**src/rtl/proc_dispatch_ctrl.sv**
```systemverilog
// Frame dispatcher between the shared input FIFO and the processing engine.
// It latches the mode, parameter and source tag from the head word, starts
// the engine, and streams one frame through a registered valid/ready stage.
// It then waits for the engine to finish and pulses mstr0_cmplt to the arbiter.
module proc_dispatch_ctrl #(
  parameter int DW          = 32,
  parameter int FRAME_WORDS = 1024,
  parameter int CW          = $clog2(FRAME_WORDS + 1)
) (
  input  logic          clk,
  input  logic          rst,
  input  logic          soft_clr,
  input  logic          fifo_empty,
  output logic          fifo_rd_en,
  input  logic [DW-1:0] fifo_rdata,
  input  logic [1:0]    fifo_mode,
  input  logic [7:0]    fifo_proc_val,
  input  logic          fifo_src,
  output logic          eng_start,
  output logic [1:0]    eng_mode,
  output logic [7:0]    eng_proc_val,
  output logic [DW-1:0] eng_data,
  output logic          eng_valid,
  input  logic          eng_ready,
  input  logic          eng_done,
  output logic          mstr0_cmplt,
  output logic          frame_src,
  output logic          hdr_err,
  output logic [15:0]   frame_cnt
);

  localparam logic [2:0] S_IDLE      = 3'd0;
  localparam logic [2:0] S_CONFIG    = 3'd1;
  localparam logic [2:0] S_STREAM    = 3'd2;
  localparam logic [2:0] S_WAIT_DONE = 3'd3;
  localparam logic [2:0] S_DONE      = 3'd4;

  localparam logic [CW-1:0] FW_MAX  = CW'(FRAME_WORDS);
  localparam logic [CW-1:0] FW_LAST = CW'(FRAME_WORDS - 1);

  logic [2:0]    state;
  logic [CW-1:0] pop_cnt;
  logic [CW-1:0] acc_cnt;
  logic          accept;
  logic          hdr_mismatch;

  // A word leaves the output register when the engine takes it.
  assign accept = (state == S_STREAM) && eng_valid && eng_ready;

  // Mid-frame word whose sideband disagrees with the latched header.
  assign hdr_mismatch = (fifo_mode != eng_mode) || (fifo_src != frame_src);

  // Pop request: discard invalid heads in IDLE, refill the output stage in STREAM.
  always_comb begin
    fifo_rd_en = 1'b0;
    if (!soft_clr && !fifo_empty) begin
      case (state)
        S_IDLE:   fifo_rd_en = (fifo_mode == 2'd0);
        S_STREAM: fifo_rd_en = (pop_cnt < FW_MAX) && (!eng_valid || eng_ready);
        default:  fifo_rd_en = 1'b0;
      endcase
    end
  end

  // Frame FSM, header latch, output stage, counters and status.
  always_ff @(posedge clk or posedge rst) begin
    if (rst) begin
      state        <= S_IDLE;
      pop_cnt      <= '0;
      acc_cnt      <= '0;
      eng_start    <= 1'b0;
      eng_mode     <= 2'd0;
      eng_proc_val <= 8'd0;
      eng_data     <= '0;
      eng_valid    <= 1'b0;
      mstr0_cmplt  <= 1'b0;
      frame_src    <= 1'b0;
      hdr_err      <= 1'b0;
      frame_cnt    <= 16'd0;
    end else begin
      eng_start   <= 1'b0;
      mstr0_cmplt <= 1'b0;
      if (soft_clr) begin
        // Abort: drop the in-flight word, keep the completed-frame count.
        state     <= S_IDLE;
        eng_valid <= 1'b0;
        pop_cnt   <= '0;
        acc_cnt   <= '0;
        hdr_err   <= 1'b0;
      end else begin
        case (state)
          S_IDLE: begin
            if (!fifo_empty && (fifo_mode != 2'd0)) begin
              // Header stays in the FIFO; it is popped as the first frame word.
              eng_mode     <= fifo_mode;
              eng_proc_val <= fifo_proc_val;
              frame_src    <= fifo_src;
              pop_cnt      <= '0;
              acc_cnt      <= '0;
              eng_start    <= 1'b1;
              state        <= S_CONFIG;
            end
          end
          S_CONFIG: state <= S_STREAM;
          S_STREAM: begin
            if (fifo_rd_en) begin
              eng_data  <= fifo_rdata;
              eng_valid <= 1'b1;
              pop_cnt   <= pop_cnt + 1'b1;
              if (hdr_mismatch) hdr_err <= 1'b1;
            end else if (accept) begin
              eng_valid <= 1'b0;
            end
            if (accept) begin
              acc_cnt <= acc_cnt + 1'b1;
              if (acc_cnt == FW_LAST) state <= S_WAIT_DONE;
            end
          end
          S_WAIT_DONE: begin
            if (eng_done) begin
              mstr0_cmplt <= 1'b1;
              frame_cnt   <= frame_cnt + 16'd1;
              state       <= S_DONE;
            end
          end
          S_DONE:  state <= S_IDLE;
          default: state <= S_IDLE;
        endcase
      end
    end
  end

endmodule

```
**config.mk**
```make
export PLATFORM = sky130hd
export DESIGN_NAME = proc_dispatch_ctrl
export DESIGN_NICKNAME = d
export VERILOG_FILES = /design/src/rtl/proc_dispatch_ctrl.sv
export SDC_FILE = /design/constraint.sdc
export NUM_CORES = 1
export LEC_CHECK = 0
export ABC_AREA = 1
export BUFFER_PORTS_ARGS = -buffer_cell sky130_fd_sc_hd__buf_2
export CAP_MARGIN = 20
export CORE_MARGIN = 5
export CORE_UTILIZATION = 50
export DETAILED_ROUTE_END_ITERATION = 12
export PLACE_DENSITY = 0.8
export SLEW_MARGIN = 20
export SYNTH_ARGS = -nofsm -noshare
export SYNTH_HDL_FRONTEND = slang
export SYNTH_SLANG_ARGS = --single-unit
```
**constraint.sdc**
```tcl
create_clock -name clk -period 2.9 [get_ports clk]
set_input_delay 0.29 -clock clk [delete_from_list [all_inputs] [get_ports clk]]
set_output_delay 0.29 -clock clk [all_outputs]
set_load 0.02 [all_outputs]
```
Yosys cells after proc, flatten, opt, wreduce, memory -nomap -nowiden. Index checks and enable logic that the tools add are counted.

RAM bits: 0. Latch bits: 0. Register bits after elaboration: 88. Memories kept: 0. Bits in read-only memories: 0. Word-level logic and storage cells: 83.

Bitwise gates (word level): 1. Add/subtract/negate cells: 3. Divide/modulo/power cells: 0. Multipliers: 0. Mux-type cells: 29. Magnitude comparators: 1. Reductions and logical operators: 26. Shift-type cells: 0. Eq/ne operators: 11.

Operator list (number): 11-bit 2-to-1 mux (5); 11-bit case mux with 2 select lines (2); 11-bit by 1-bit adder with 11-bit output (second input constant) (2); 3-bit AND reduction (6); 16-bit by 1-bit adder with 16-bit output (second input constant) (1); 1-bit 2-to-1 mux (15); 3-bit 2-to-1 mux (5); 3-bit inequality test (second input constant) (4); 3-bit case mux with 4 select lines (1); 11-bit by 10-bit equality test with 1-bit output (second input constant) (1); 11-bit less-than comparator (second input constant) (1); 2-bit nonzero test (4); 3-bit by 2-bit equality test with 1-bit output (second input constant) (2); 3-bit nonzero test (2); 1-bit logical AND (5); 4-bit AND reduction (1); 3-bit by 1-bit equality test with 1-bit output (second input constant) (1); 1-bit logical NOT (3); 3-bit logical NOT (1); 3-bit by 2-bit inequality test with 1-bit output (second input constant) (1); 2-bit logical NOT (1); 1-bit logical OR (2); 2-bit inequality test (1); 1-bit case mux with 2 select lines (1); other kinds (3) (3).

Logic depth before layout (Yosys ltp).
Depth in word-level cells: 8. Depth in mapped cells: 9. Depth with buffers taken out: 9.

Least setup slack after synthesis. OpenSTA, ideal clock, no wires.

Path kind: reg-to-reg. Start: register frame_cnt[0]. End: register frame_cnt[14]. Buffers on the path: 0. Path slack: 1370 ps. Setup time: 127 ps. Cell stages (with the launch flop): 9. Data required time: 2773 ps. Arrival: 1403 ps. Cells stage by stage: dfrtp_1 ha_1 inv_1 nor3_1 nand3_1 nand2_1 nand2_1 nand2_1 o21ai_0.

Longest elaborated chain between the ends: 1.

RTL lines: start: declaration (RTL line 29) `output logic [15:0] frame_cnt`; start signal: assignment (RTL line 122) `frame_cnt <= frame_cnt + 16'd1;`; 16-bit by 1-bit adder with 16-bit output (RTL line 122).

No other way between the ends. A chain may end at the register's enable or synchronous reset.

Worst setup path in the final report.
Start: register state[2]. End: register pop_cnt[2].

Longest elaborated chain between the ends: 5. Elaborated cells between the ends (all ways): 10. Those cells by class: 3 x eq/ne; 4 x mux; 3 x reduce/logical.

RTL lines: start: declaration (RTL line 41) `logic [2:0] state;`; start signal: assignment (RTL line 68) `state <= S_IDLE;`; start signal: assignment (RTL line 85) `state <= S_IDLE;`; start signal: assignment (RTL line 101) `state <= S_CONFIG;`; 3-bit by 2-bit equality test with 1-bit output or 3-bit logical NOT (tied branches) (RTL line 57, 91); 1-bit case mux with 2 select lines (RTL line 57) `case (state)`; 1-bit 2-to-1 mux (RTL line 56) `if (!soft_clr && !fifo_empty) begin`; 3-bit inequality test (no line); 3-bit AND reduction (no line); end signal: assignment (RTL line 109) `pop_cnt <= pop_cnt + 1'b1;`; end: declaration (RTL line 42) `logic [CW-1:0] pop_cnt;`.

Parallel ways exist; a longest one is shown, timed or not.

==> metrics.md <==
| Metric | Value |
|---|---|
| Top-count cell post-synth | `nand2_1` |
| Setup TNS | `0 ps` |
| Clk pwr share | `approximately a fifth` |
| Iteration-0 DRC Markers | `191` |
| Yosys reg bits | `about 90` |
| RSZ-0062 raised after global routing | `no` |
| Overall Global Routing Usage | `roughly a fifth` |
| GRT overflow | `0` |
| CP required | `between 3000 and 4000 ps` |
| Netlist cell types | `35` |
| Max-Cap Viols | `0` |
| Largest net degree at the start of global routing | `approximately 90` |
| Peak VDD IR | `between 300 and 400 uV` |
| Setup Crit Path Kind | `reg -> reg` |
| Hold Path Class | `in -> async` |
| Startpoint types | `flop` |
| Status | `complete, no violations` |
| Max-slew violation count | `0` |
| Synth Warn # | `0` |
| Drt total wl | `between 9000 and 10,000 um` |
| Finish-stage setup viols | `0` |
| Sequential share of the synthesized area | `between 40 and 50%` |
| Clock-pin transition on the worst setup and hold timing paths | `90 ps` |
| Post-synth EDFFs | `0` |
| Die height | `between 100 and 150 um` |
| Syn_area_per_cell | `approximately 8.5 um^2` |
| Row count | `35` |
| Syn Inst Count | `539` |
| N_diodes | `0` |
| Yosys top cell by area | `dfrtp_1` |
| Routability congestion estimate | `0.878` |
| Worst relative slew slack | `roughly 53%` |
| Syn Std Cell Area | `4590 um^2` |
| Vias | `between 3,000 and 4,000` |
| Bufs and invs on worst path | `2` |
| CP max FO | `38` |
| Hpwl dp | `7460 um` |
| Routed wl met2 | `approximately 4800 um` |
| Initial Util | `about half` |
| Longest Clk Path Bufs | `2` |
| Number of global-route vias before repair | `between 3,000 and 4,000` |
| Antenna violations before repair | `0` |
| P per Cell Area | `around 850 nW/um^2` |
| Asr flop ratio synth | `100%` |
| Vias per cell | `approximately 5` |
| Ys flop type | `dfrtp_1` |
| Top routing layer in use | `met4` |
| Root buf cell | `clkbuf_8` |
| DR WL met3 | `709 um` |
| Core area | `roughly 9100 um^2` |
| Fin crit share | `roughly 65%` |
| Fmax | `between 500 and 600 MHz` |
| Worst skew pair latency | `about 350 ps` |
| NetSw | `around 0.0019 W` |
| CP most frequent cell | `inv_4` |
| Pleak | `2.99 nW` |
| CTS tree | `yes` |
| Endpoints failing hold | `0` |
| PortBufs | `~110` |
| Slowest stage delay, CP | `510 ps` |
| Layout cell share with drive strength beyond 1 | `just under 30%` |
| Wire length per cell after detailed routing | `13.0 um` |
| Post-DRT Antenna Nets | `0` |
| Resized Gates After CTS | `0` |
| Total power | `0.00455 W` |
| Drc violations | `0` |
| Synth top cells by count | `191 x nand2_1, 88 x dfrtp_1, 41 x inv_1, 41 x nor2_1, 29 x nand3_1` |
| Drt first pass iters | `4` |
| CP Cell Sequence | `nor2_4, nand2_4, inv_4, nand3_4, inv_4, nand3_1, nand2_1, nor2_1` |
| Sequential share of power | `40.7%` |
| Sw Share | `42.4%` |
| Top-area cell type share of the netlist area | `about 48%` |
| Top area cells in the synthesized netlist | `dfrtp_1 48%, nand2_1 16%, nand2_4 5.6%` |
| CP arrival | `between 2000 and 2500 ps` |
| H-tree depth | `3` |
| # Post-CTS Setup Buffers | `0` |
| DRT met1 WL | `4370 um` |
| Crit-path slowest cell | `inv_4` |
| Clock Sinks | `88` |
| CP Capture Type | `flop` |
| Minimum clock period | `between 1500 and 2000 ps` |
| CTS Buf Count | `9` |
| Largest delay contributor family on the critical path | `simple AND/OR/NAND/NOR gates` |
| IO Pins | `between 100 and 150` |
| Post-synth net total | `591` |
| Die ar. | `~11,000 um^2` |
| Die Width | `between 100 and 150 um` |
| Logic pwr share | `between 40% and 50%` |
| Layout overhead on the synthesized area | `17.2%` |
| First-pass GRT wire length | `around 17,000 um` |
| Slew @ Worst Pin | `between 600 and 700 ps` |
| Hold buffers post-CTS | `0` |
| Int Power | `0.00262 W` |
| Worst clock skew | `13.7 ps` |
| Layout Nets | `between 700 and 800` |
-- power groups by stage --
stage	sequential, W	clock, W	combinational [W]
6_report	0.00185	0.000873	0.00183
5_1_grt	0.00191	0.000952	0.00201
4_1_cts	0.00185	0.000895	0.00186
3_5_place_dp	0.00188	0	0.00185
3_3_place_gp	0.00186	0	0.00179
2_1_floorplan	0.00227	0	0.000869
-- cell usage in the layout (no fill, tap or decap), drive strengths merged, types with 10 or more instances in the layout --
cell	count
nand2	238
buf	114
xor2	14
nand3	32
o21ai	18
inv	47
dfrtp	88
nor2	48
clkbuf	11
nand4	10
-- tightest hold or removal path: stages --
cell and delay [ps]:
buf_2 100, clkinv_2 50, buf_12 350
-- registers in the layout, summed over array words and instances, names as in the netlist --
signal and cells:
eng_valid 1, mstr0_cmplt 1, state 3, frame_src 1
eng_start 1, hdr_err 1, eng_proc_val 8, frame_cnt 16
acc_cnt 11, pop_cnt 11, eng_mode 2, eng_data 32
-- worst paths after layout --
| path | depth (start not counted) | end | start | slack [ps] |
|---|---|---|---|---|
| max in group asynchronous | 3 | frame_cnt[8] | rst | 2510 |
| worst min register to register | 2 | eng_data[16] | eng_data[16] | 480 |
| min in group clk | 3 | eng_proc_val[2] | fifo_proc_val[2] | 130 |
| worst max register to register | 8 | pop_cnt[2] | state[2] | 1030 |
| worst min-delay path | 3 | eng_data[22] | rst | 10 |
| worst max-delay path | 8 | pop_cnt[2] | state[2] | 1030 |
-- cell type report --
class / instances / area, um^2
Fill cell: 826 / 3730
Sequential cell: 88 / 2200
Multi-Input combinational cell: 392 / 2060
Timing Repair Buffer: 114 / 588
Inverter: 46 / 184
Clock buffer: 11 / 141
Tap cell: 111 / 139
Clock inverter: 5 / 63.8
-- per-layer routing --
metal	vias to the layer above	global-route usage [%]
li1	1900	-
met1	1748	23.7
met2	130	31.5
met3	9	4.84
met4	0	5.37
met5	-	0
-- stage by stage --
step	area (um^2)	hold WS (ps)	util, %	cells	setup WS (ps)
2_1_floorplan	4590	356	-	539	331
3_3_place_gp	5170	422	56.8	751	1090
3_5_place_dp	5170	428	56.8	751	1020
4_1_cts	5380	39.5	59.0	767	1020
5_1_grt	5380	32.2	59.0	767	915
6_report	5380	9.95	59.0	767	1030
-- cells by family (layout without fill, tap and decap cells) --
kind of cell,after synthesis,after routing,share of synthesized area (%)
and+or+nand+nor,336,336,36.2
AOI/OAI and AO/OA,33,33,4.01
xor gates and xnor gates,20,20,3.82
adders and majority gates,3,3,0.819
DFF,88,88,48.0
buffers and inverters,59,176,7.12
No activity file was read; power rests on OpenSTA's default activity.
